## src/rtl/cobs_arb_pkg.sv

```systemverilog
// Shared types and constants for the COBS stream arbiter.
package cobs_arb_pkg;

  typedef enum logic [1:0] {
    IDLE   = 2'd0,
    STREAM = 2'd1,
    ABORT  = 2'd2,
    FLUSH  = 2'd3
  } arb_state_t;

  // Payload of the single beat emitted when a stalled packet is aborted.
  localparam logic [7:0] ABORT_MARKER_DATA = 8'h00;

  // Index width that stays at least 1 bit when there is only one source.
  function automatic int idx_w(input int n);
    return (n > 1) ? $clog2(n) : 1;
  endfunction

endpackage

```

## src/rtl/rr_priority_picker.sv

```systemverilog
// Combinational rotating-priority picker: first asserted req at or after ptr,
// wrapping around N.
module rr_priority_picker
  import cobs_arb_pkg::*;
#(
  parameter  int N  = 2,
  localparam int IW = idx_w(N)
) (
  input  logic [N-1:0]  req,
  input  logic [IW-1:0] ptr,
  output logic          found,
  output logic [IW-1:0] idx
);

  // Walk the requesters starting at ptr; the first hit wins.
  always_comb begin
    found = 1'b0;
    idx   = '0;
    for (int k = 0; k < N; k++) begin
      int j;
      j = int'(ptr) + k;
      if (j >= N) j = j - N;
      if (!found && req[j]) begin
        found = 1'b1;
        idx   = IW'(j);
      end
    end
  end

endmodule

```

## src/rtl/cobs_stream_arbiter.sv

```systemverilog
// Packet-level round-robin arbiter feeding one COBS encoder from NUM_SRC
// byte streams, with a mid-packet stall watchdog that aborts stuck packets.
module cobs_stream_arbiter
  import cobs_arb_pkg::*;
#(
  parameter  int NUM_SRC       = 2,
  parameter  int DATA_WIDTH    = 8,
  parameter  int STALL_TIMEOUT = 1024,
  localparam int IW            = idx_w(NUM_SRC)
) (
  input  logic                          clk,
  input  logic                          reset_n,
  input  logic [NUM_SRC*DATA_WIDTH-1:0] s_tdata,
  input  logic [NUM_SRC-1:0]            s_tvalid,
  input  logic [NUM_SRC-1:0]            s_tlast,
  output logic [NUM_SRC-1:0]            s_tready,
  output logic [DATA_WIDTH-1:0]         m_tdata,
  output logic                          m_tvalid,
  output logic                          m_tlast,
  output logic                          m_tuser,
  input  logic                          m_tready,
  output logic [IW-1:0]                 grant_idx,
  output logic                          busy,
  output logic [15:0]                   abort_count
);

  localparam int             SW         = $clog2(STALL_TIMEOUT + 1);
  localparam logic [SW-1:0]  STALL_LAST = SW'(STALL_TIMEOUT - 1);

  arb_state_t                           state;
  logic [IW-1:0]                        rr_ptr;
  logic [SW-1:0]                        stall_cnt;
  logic [NUM_SRC-1:0][DATA_WIDTH-1:0]   src_data;
  logic                                 pick_found;
  logic [IW-1:0]                        pick_idx;
  logic                                 g_valid;
  logic                                 g_last;
  logic [IW-1:0]                        next_ptr;

  assign src_data = s_tdata;
  assign g_valid  = s_tvalid[grant_idx];
  assign g_last   = s_tlast[grant_idx];
  assign busy     = (state != IDLE);
  assign next_ptr = (grant_idx == IW'(NUM_SRC - 1)) ? '0 : grant_idx + IW'(1);

  rr_priority_picker #(.N(NUM_SRC)) u_pick (
    .req   (s_tvalid),
    .ptr   (rr_ptr),
    .found (pick_found),
    .idx   (pick_idx)
  );

  // Output mux decoded from the registered state. STREAM passes the granted
  // source straight through so there is no extra latency per beat; the
  // async reset of state quiets every output in the same cycle.
  always_comb begin
    m_tdata  = '0;
    m_tvalid = 1'b0;
    m_tlast  = 1'b0;
    m_tuser  = 1'b0;
    s_tready = '0;
    case (state)
      STREAM: begin
        m_tdata             = src_data[grant_idx];
        m_tvalid            = g_valid;
        m_tlast             = g_last;
        s_tready[grant_idx] = m_tready;
      end
      ABORT: begin
        m_tdata  = DATA_WIDTH'(ABORT_MARKER_DATA);
        m_tvalid = 1'b1;
        m_tlast  = 1'b1;
        m_tuser  = 1'b1;
      end
      FLUSH: begin
        s_tready[grant_idx] = 1'b1;
      end
      default: ;
    endcase
  end

  // Arbitration FSM, stall watchdog and saturating abort counter.
  always_ff @(posedge clk or negedge reset_n) begin
    if (!reset_n) begin
      state       <= IDLE;
      rr_ptr      <= '0;
      grant_idx   <= '0;
      stall_cnt   <= '0;
      abort_count <= '0;
    end else begin
      case (state)
        IDLE: begin
          if (pick_found) begin
            grant_idx <= pick_idx;
            stall_cnt <= '0;
            state     <= STREAM;
          end
        end
        STREAM: begin
          // Only a silent source counts as a stall; encoder backpressure does not.
          if (g_valid) begin
            stall_cnt <= '0;
            if (m_tready && g_last) begin
              rr_ptr <= next_ptr;
              state  <= IDLE;
            end
          end else if (stall_cnt == STALL_LAST) begin
            stall_cnt <= '0;
            state     <= ABORT;
          end else begin
            stall_cnt <= stall_cnt + SW'(1);
          end
        end
        ABORT: begin
          if (m_tready) begin
            if (abort_count != 16'hFFFF) abort_count <= abort_count + 16'd1;
            state <= FLUSH;
          end
        end
        FLUSH: begin
          // Drain the rest of the aborted packet so its tail never reaches the encoder.
          if (g_valid && g_last) begin
            rr_ptr <= next_ptr;
            state  <= IDLE;
          end
        end
        default: state <= IDLE;
      endcase
    end
  end

endmodule

```

## config.mk

```make
export PLATFORM = sky130hd
export DESIGN_NAME = cobs_stream_arbiter
export DESIGN_NICKNAME = d
export VERILOG_FILES = /design/src/rtl/cobs_arb_pkg.sv /design/src/rtl/rr_priority_picker.sv /design/src/rtl/cobs_stream_arbiter.sv
export SDC_FILE = /design/constraint.sdc
export NUM_CORES = 1
export LEC_CHECK = 0
export ABC_AREA = 1
export BUFFER_PORTS_ARGS = -buffer_cell sky130_fd_sc_hd__buf_2
export CAP_MARGIN = 20
export CORE_MARGIN = 4
export CORE_UTILIZATION = 45
export DETAILED_ROUTE_END_ITERATION = 6
export PLACE_DENSITY = 0.7
export SETUP_SLACK_MARGIN = 0.02
export SLEW_MARGIN = 20
export SYNTH_ARGS = -nofsm -noshare
export SYNTH_HDL_FRONTEND = slang
export SYNTH_SLANG_ARGS = --single-unit
export TNS_END_PERCENT = 5
```

## constraint.sdc

```tcl
create_clock -name clk -period 2 [get_ports clk]
set_input_delay 0.3 -clock clk [delete_from_list [all_inputs] [get_ports clk]]
set_output_delay 0.3 -clock clk [all_outputs]
set_load 0.02 [all_outputs]
```

# == Word level (Yosys, flattened, before mapping) ==
# Index checks and enable logic that the tools add are counted.
# totals
regBits,31
ram_bits,0
n_memories,0
mem_bits_ro,0
in_bits,23
latchBits,0
word_cells,85
# op_classes
addsub,6
shift,0
magnitude_cmp,6
n_eq_ne,12
n_div,0
n_reduce_logical,14
bitwise_logic,1
muxes,41
n_mul,0
# ops
operator,n
"32-bit by 3-bit < comparator with 1-bit output, second input constant",2
32-bit 2-to-1 mux,2
11-bit 2-to-1 mux,3
"32-bit by 3-bit greater-or-equal comparator with 1-bit output, second input constant",1
"32-bit by 3-bit subtractor with 32-bit output, second input constant",1
8-bit 2-to-1 mux,3
11-bit case mux with 2 select lines,1
1-bit 2-to-1 mux,20
"16-bit by 1-bit adder with 16-bit output, second input constant",1
"16-bit != test, second input constant",1
2-bit 2-to-1 mux,6
"11-bit by 1-bit adder with 11-bit output, second input constant",1
"11-bit by 10-bit equality test with 1-bit output, second input constant",1
"2-bit != test, second input constant",5
2-bit case mux with 4 select lines,1
"3-bit != test, second input constant",2
1-bit case mux with 2 select lines,3
2-bit nonzero test,3
5-bit AND reduction,1
"2-bit equality test, second input constant",2
1-bit logical AND,4
2-bit case mux with 2 select lines,1
2-bit AND reduction,2
4-bit AND reduction,1
other kinds (12),12

# == Longest topological paths before layout ==
# Gate-level depths: netlist of run 1.
# logic_depth
depth_word,11
mapped_depth,11

# == Modules after synthesis ==
# Synthesis of run 1 repeated with hierarchy kept, for this count alone.
# hier_totals
cells_unflattened,300
hier_area_um2,2130.8
# by_module_without_submodules
mod,instances,seq_area_each_um2,area_each_um2,cells_each
cobs_stream_arbiter,1,775.7,2112.0,296
rr_priority_picker,1,0.0,18.8,4

# == Worst setup path after synthesis of run 1 ==
# OpenSTA, ideal clock, no wires.
# synth_timing
path_kind,register to register
startpoint,register abort_count[0]
endpoint,register abort_count[10]
setup_ns,0.117
arrival_ns,1.636
required_ns,1.883
path_buffers,1
path_stages_with_launch,10
period_less_slack_ns,1.752
setup_slack_ns,0.248
cell_sequence,dfrtp_1 > ha_1 > nand3_2 > nor2_4 > nand2_4 > o21ai_4 > inv_4 > buf_6 > nand2_1 > nand2_1
# synth_via
elab_chain_cells,2
word_cells_on_any_way,3
classes_between,add/sub: 1; eq/ne: 1; reduce/logical: 1
# synth_rtl
element,line,text
start: declaration,cobs_stream_arbiter.sv:24,output logic [15:0] abort_count
start signal: assignment,cobs_stream_arbiter.sv:116,if (abort_count != 16'hFFFF) abort_count <= abort_count + 16'd1;
branches (longest 2 deep; another with 16-bit by 1-bit adder with 16-bit output),n/a,
# Several ways; the timed one is not identified.
# A chain may end at the register's enable or synchronous reset.

==> run_results.csv, run 1 <==
group,metric,value,unit
logic_synthesis,synth_area,0.002013,sq mm
cts,clockBufferDepth,2,
outcome,status,"complete, no violations",
cts,cts_setup_buffers,0,
timing,max-slew-margin-rel,53.60,%
logic_synthesis,syn_nets,312,
routing,wl_per_cell,11.53,um
power,finalPower,3.031,mW
logic_synthesis,synthCells,283,
worst_setup_path,crit_type,"flop to output port",
finish,fin_nets,372,
logic_synthesis,avgSynthCellArea,7.114,sq um
finish,area_delta_synth_final,21.88,%
timing,hold_viol,0,
finish,instances_no_fill,396,
die,initial_core_util,46.24,%
worst_setup_path,cp.arrival,1570,ps
die,die_area,0.005608,sq mm
grt,grt_usage,17.44,%
placed_design,port-buffer-count,53,
die,ios,54,
timing,tightestPinTransition,695.9,ps
timing,rsz0062_at_grt,"yes",
die,rows,24,
placed_design,dpl.hpwl,3.466,mm
routing,drc_errors,0,
routing,drtPass1Iterations,4,
run,cap_viol_max_count,0,
min_path,hp-class,"input port to asynchronous set/reset pin",
cts,cts_sinks,31,
grt,grt_pass1_vias,1734,
logic_synthesis,ys_ff_latch,31,
finish,nFillCells,430,
worst_setup_path,critPathCaptureType,"output port",
cts,clk_latency,290,ps
worst_setup_path,crit_fanout,14,
cts,ctsHoldBuffers,0,
grt,antenna_found_initial,0,
cts,cts_resized,0,
finish,final_common_cell,"nand2_1",
cts,path_clk_slew,70,ps
routing,ant_nets,0,
grt,grt_max_degree,32,
cts,tritoncts,"built",
routing,vias,1968,
timing,tns,0,ps
power,power_per_cell_area,1235,mW/mm^2
timing,skew,8.851,ps
power,ir_drop,0.0007828,V
finish,final_cell_mix,"92 x nand2_1, 53 x buf_2, 45 x nor2_1, 31 x dfrtp_1, 21 x o21ai_0",
cts,h-tree-depth,2,
logic_synthesis,ys_seq_area_share,38.53,%
placed_design,gp_congestion,0.8433,
cts,clockRootBuffer,"clkbuf_8",
finish,drive_above_1_share,22.67,%
grt,gr-total-overflow,0,
worst_setup_path,critPathRequiredTime,1700,ps
timing,setup_viol,0,
routing,routed_wirelength,4.566,mm
timing,fmax,535.2,MHz
die,dieWidth,74.89,um
routing,drtIter0Drc,137,
die,core-area,0.004354,sq mm
timing,period_share,93.43,%
cts,cts_buffers,5,
routing,viasPerCell,4.970,
worst_setup_path,critPathLaunchType,"flop",
grt,grt_pass1_wl,7.452,mm
die,dieHeight,74.89,um
timing,drv_slew,0,
timing,period_minus_slack,1869,ps
logic_synthesis,synthDistinctLibCells,30,
power,p_leak,1.305,nW
logic_synthesis,yosysWarnings,0,
finish,antenna_cells,0,
placed_design,place_inst,388,
worst_setup_path,reg2reg_slack,260,ps
-- final timing paths --
check / cells after the start / endpoint / start
worst min register to register: 2 / rr_ptr$_DFFE_PN0P_ / rr_ptr$_DFFE_PN0P_
worst min-delay path: 1 / stall_cnt[5]$_DFFE_PN0P_ / reset_n
worst max-delay path: 6 / m_tvalid / flop
worst max register to register: 8 / abort_count[6]$_DFFE_PN0P_ / abort_count[0]$_DFFE_PN0P_
max in group asynchronous: 1 / stall_cnt[0]$_DFFE_PN0P_ / reset_n
min in group clk: 3 / grant_idx$_DFFE_PN0P_ / s_tvalid[1]
-- where the power goes --
part           internal (mW)  switching [mW]  leakage [nW]
clock network          0.313           0.248        0.0505
logic                  0.543            1.05         0.837
registers              0.745           0.136         0.418
total                   1.60            1.43          1.31
-- state kept, by name (all words and copies together) (netlist names), named ones only --
| name | cells |
|---|---|
| rr_ptr | 1 |
| abort_count | 16 |
| state | 1 |
| grant_idx | 1 |
| stall_cnt | 11 |
-- worst max-delay path: stages, from the launching register on --
cell	delay, ps
dfrtp_1	410
inv_1	90
ha_1	200
buf_4	200
nand2_1	80
a21oi_1	130
buf_2	180
-- synth_stat cells, drive strengths merged --
| library cell | n | area [sq um] |
|---|---|---|
| or2 | 2 | 12.51 |
| xnor2 | 11 | 96.34 |
| xor2 | 5 | 43.79 |
| ha | 6 | 75.07 |
| clkbuf | 2 | 7.510 |
| nor3 | 3 | 15.01 |
| nand2 | 94 | 362.8 |
| a31oi | 3 | 18.77 |
| nor2 | 46 | 180.2 |
| a22o | 1 | 8.760 |
| o21ai | 24 | 135.1 |
| o21bai | 2 | 15.01 |
| o21a | 1 | 7.510 |
| nand4 | 4 | 25.02 |
| dfrtp | 31 | 775.7 |
| nand3 | 12 | 65.06 |
| buf | 3 | 27.52 |
| a21boi | 1 | 7.510 |
| a21oi | 9 | 45.04 |
| inv | 23 | 88.84 |
-- kinds of logic after synthesis --
logic type / synth area share, %
DFF: 38.53
and+or+nand+nor: 32.81
AOI/OAI and AO/OA: 11.81
xor gates and xnor gates: 6.961
adders and majority gates: 3.729
buffers and inverters: 6.153
-- cell type report --
| type | count | area, sq um | share of cell area [%] |
|---|---|---|---|
| clock buffer | 7 | 96.34 | 3.927 |
| clock inverter | 1 | 7.507 | 0.3060 |
| inverter | 23 | 88.84 | 3.621 |
| multi-input combinational | 224 | 1117 | 45.54 |
| sequential | 31 | 775.7 | 31.62 |
| tap | 52 | 65.06 | 2.652 |
| timing repair buffer | 58 | 302.8 | 12.34 |
-- metal layers --
metal	global-route usage, %	vias to the layer above	share of wire [%]
met5	0	-	0
met4	10.28	0	2.8
met3	4.139	14	5.4
met2	28.14	55	47
met1	21.10	875	44
li1	-	1024	-
-- through the flow --
stage	instance area (sq um)	util, %	worst slack (ps)	hold WS (ps)
3_5_place_dp	2346	53.88	150.1	393.6
3_3_place_gp	2346	53.88	231.4	387.2
2_1_floorplan	2013	-	247.7	4.409
4_1_cts	2450	56.26	121.2	73.16
5_1_grt	2454	56.35	2.766	99.80
6_report	2454	56.35	131.5	45.98
Power figures use the tool's default switching activity.
==> run 2, diff against run 1 <==
--- a/config.mk
+++ b/config.mk
@@ -8,10 +8,12 @@
 export ABC_AREA = 1
 export BUFFER_PORTS_ARGS = -buffer_cell sky130_fd_sc_hd__buf_2
 export CAP_MARGIN = 20
+export CELL_PAD_IN_SITES_DETAIL_PLACEMENT = 2
+export CELL_PAD_IN_SITES_GLOBAL_PLACEMENT = 2
 export CORE_MARGIN = 4
-export CORE_UTILIZATION = 45
+export CORE_UTILIZATION = 28
 export DETAILED_ROUTE_END_ITERATION = 6
-export PLACE_DENSITY = 0.7
+export PLACE_DENSITY_LB_ADDON = 0.1
 export SETUP_SLACK_MARGIN = 0.02
 export SLEW_MARGIN = 20
 export SYNTH_ARGS = -nofsm -noshare
==> run 2 against run 1 <==
Register-to-register slack hardly changed; power grew 2.5%; core utilization is 20 points lower; sequential cell count is the same; sequential share of layout area fell by 0.49 points; highest routed layer unchanged.
==> run_results.csv, run 2 (synthesis gave the netlist of run 1 again) <==
group,metric,value,unit
outcome,status,"complete, no violations",
timing,fmax,540.5,MHz
worst_setup_path,path_cells,"inv_1 > ha_2 > buf_6 > nand2_1 > a21oi_1 > buf_2",
finish,area_delta_synth_final,23.99,%
timing,skew,4.437,ps
grt,gr-total-overflow,0,
grt,grt_usage,15.40,%
timing,period_share,92.51,%
routing,viasPerCell,4.714,
placed_design,gp_congestion,0.7334,
worst_setup_path,critPathCaptureType,"output port",
worst_setup_path,cp.arrival,1550,ps
finish,reg_top3,"abort_count (16), stall_cnt (11)",
power,finalPower,3.108,mW
cts,h-tree-depth,2,
routing,drtIter0Drc,47,
routing,wl_per_cell,14.31,um
die,rows,30,
timing,tns,0,ps
die,dieHeight,92.80,um
worst_setup_path,crit_type,"flop to output port",
min_path,hp-class,"input port to asynchronous set/reset pin",
finish,nFillCells,877,
die,initial_core_util,29.15,%
finish,multiInputGateArea,0.001120,sq mm
grt,grt_pass1_vias,2296,
finish,final_cell_mix,"92 x nand2_1, 53 x buf_2, 45 x nor2_1, 30 x dfrtp_1, 21 x o21ai_0",
grt,grt_pass1_wl,10.81,mm
worst_setup_path,path_buf_inv,3,
power,power_per_cell_area,1245,mW/mm^2
cts,clockBufferDepth,2,
worst_setup_path,crit_fanout,13,
timing,drv_slew,0,
routing,drtPass1Iterations,4,
grt,antenna_found_initial,0,
routing,vias,2074,
cts,cts_buffers,5,
worst_setup_path,max_stage_delay,420,ps
cts,tritoncts,"built",
timing,max-slew-margin-rel,50.59,%
worst_setup_path,critPathLaunchType,"flop",
routing,routed_wirelength,6.295,mm
die,core-area,0.006907,sq mm
finish,drive_above_1_share,22.67,%
cts,path_clk_slew,70,ps
worst_setup_path,cpLargestDelayFamily,"buffers and inverters",
timing,hold_viol,0,
finish,final_common_cell,"nand2_1",
finish,regArea,777.0,sq um
routing,ant_nets,0,
finish,largest_reg_flops,16,
worst_setup_path,critPathRequiredTime,1700,ps
placed_design,dpl.hpwl,4.923,mm
worst_setup_path,cp_slowest_cell,"dfrtp_1",
cts,cts_sinks,31,
routing,drc_errors,0,
die,die_area,0.008611,sq mm
cts,clk_latency,280,ps
finish,fin_nets,372,
timing,period_minus_slack,1850,ps
finish,regMostFlops,"abort_count",
placed_design,port-buffer-count,53,
worst_setup_path,r2r_start,"abort_count[0]$_DFFE_PN0P_",
die,ios,54,
die,dieWidth,92.80,um
finish,antenna_cells,0,
timing,rsz0062_at_grt,"yes",
timing,setup_viol,0,
power,p_leak,1.296,nW
grt,grt_max_degree,32,
timing,tightestPinTransition,741.1,ps
cts,clockRootBuffer,"clkbuf_8",
run,cap_viol_max_count,0,
power,ir_drop,0.0004997,V
-- run 2: per-stage QoR --
stage / area, sq um / cells / utilization [%] / hold slack [ps] / worst slack (ps)
2_1_floorplan: 2013 / 283 / - / 4.409 / 247.7
3_3_place_gp: 2401 / 432 / 34.76 / 408.3 / 286.0
3_5_place_dp: 2401 / 432 / 34.76 / 411.8 / 146.7
4_1_cts: 2482 / 440 / 35.94 / 105.5 / 79.64
5_1_grt: 2496 / 440 / 36.14 / 142.0 / 20.88
6_report: 2496 / 440 / 36.14 / 76.48 / 149.8
-- run 2: area by class of cell --
type	count	area share, %
clock inverters	1	0.2005
well taps	96	4.812
repair buffers	58	12.28
flip-flops and latches	31	31.13
clock buffers	7	3.058
multi-input cells	224	44.86
inverters	23	3.659
-- run 2: worst register-to-register path, delay by kind of cell (launching register included) --
kind | cells | cell delay, ps
buf+inv | 1 | 250
fa+ha+maj | 1 | 230
flops | 1 | 420
compound gates | 2 | 260
simple gates | 4 | 490
-- run 2: routing by layer --
| layer | global-route usage, % | wire [um] | up-vias |
|---|---|---|---|
| met5 | 0 | 0 | - |
| met4 | 4.762 | 80 | 0 |
| met3 | 2.843 | 297 | 7 |
| met2 | 25.85 | 2857 | 44 |
| met1 | 19.97 | 3060 | 1005 |
| li1 | - | - | 1018 |
-- run 2: worst paths after layout --
path | slack, ps | cells past startpoint | to
worst max-delay path | 150 | 6 | m_tvalid
worst min-delay path | 80 | 1 | stall_cnt[4]$_DFFE_PN0P_
worst max register to register | 260 | 8 | abort_count[2]$_DFFE_PN0P_
worst min register to register | 490 | 2 | rr_ptr$_DFFE_PN0P_
max in group asynchronous | 1420 | 1 | state[0]$_DFFE_PN0P_
min in group clk | 370 | 4 | grant_idx$_DFFE_PN0P_
-- run 2: timing repair --
action	4_1_cts	5_1_grt
setup buffers	0	0
resized for setup	0	5
hold buffers	0	0
setup endpoints to repair	0	19
-- run 2: power by group --
group	switching (mW)	total [mW]	internal (mW)
registers	0.140	0.887	0.747
logic	1.14	1.73	0.582
clock network	0.250	0.494	0.244
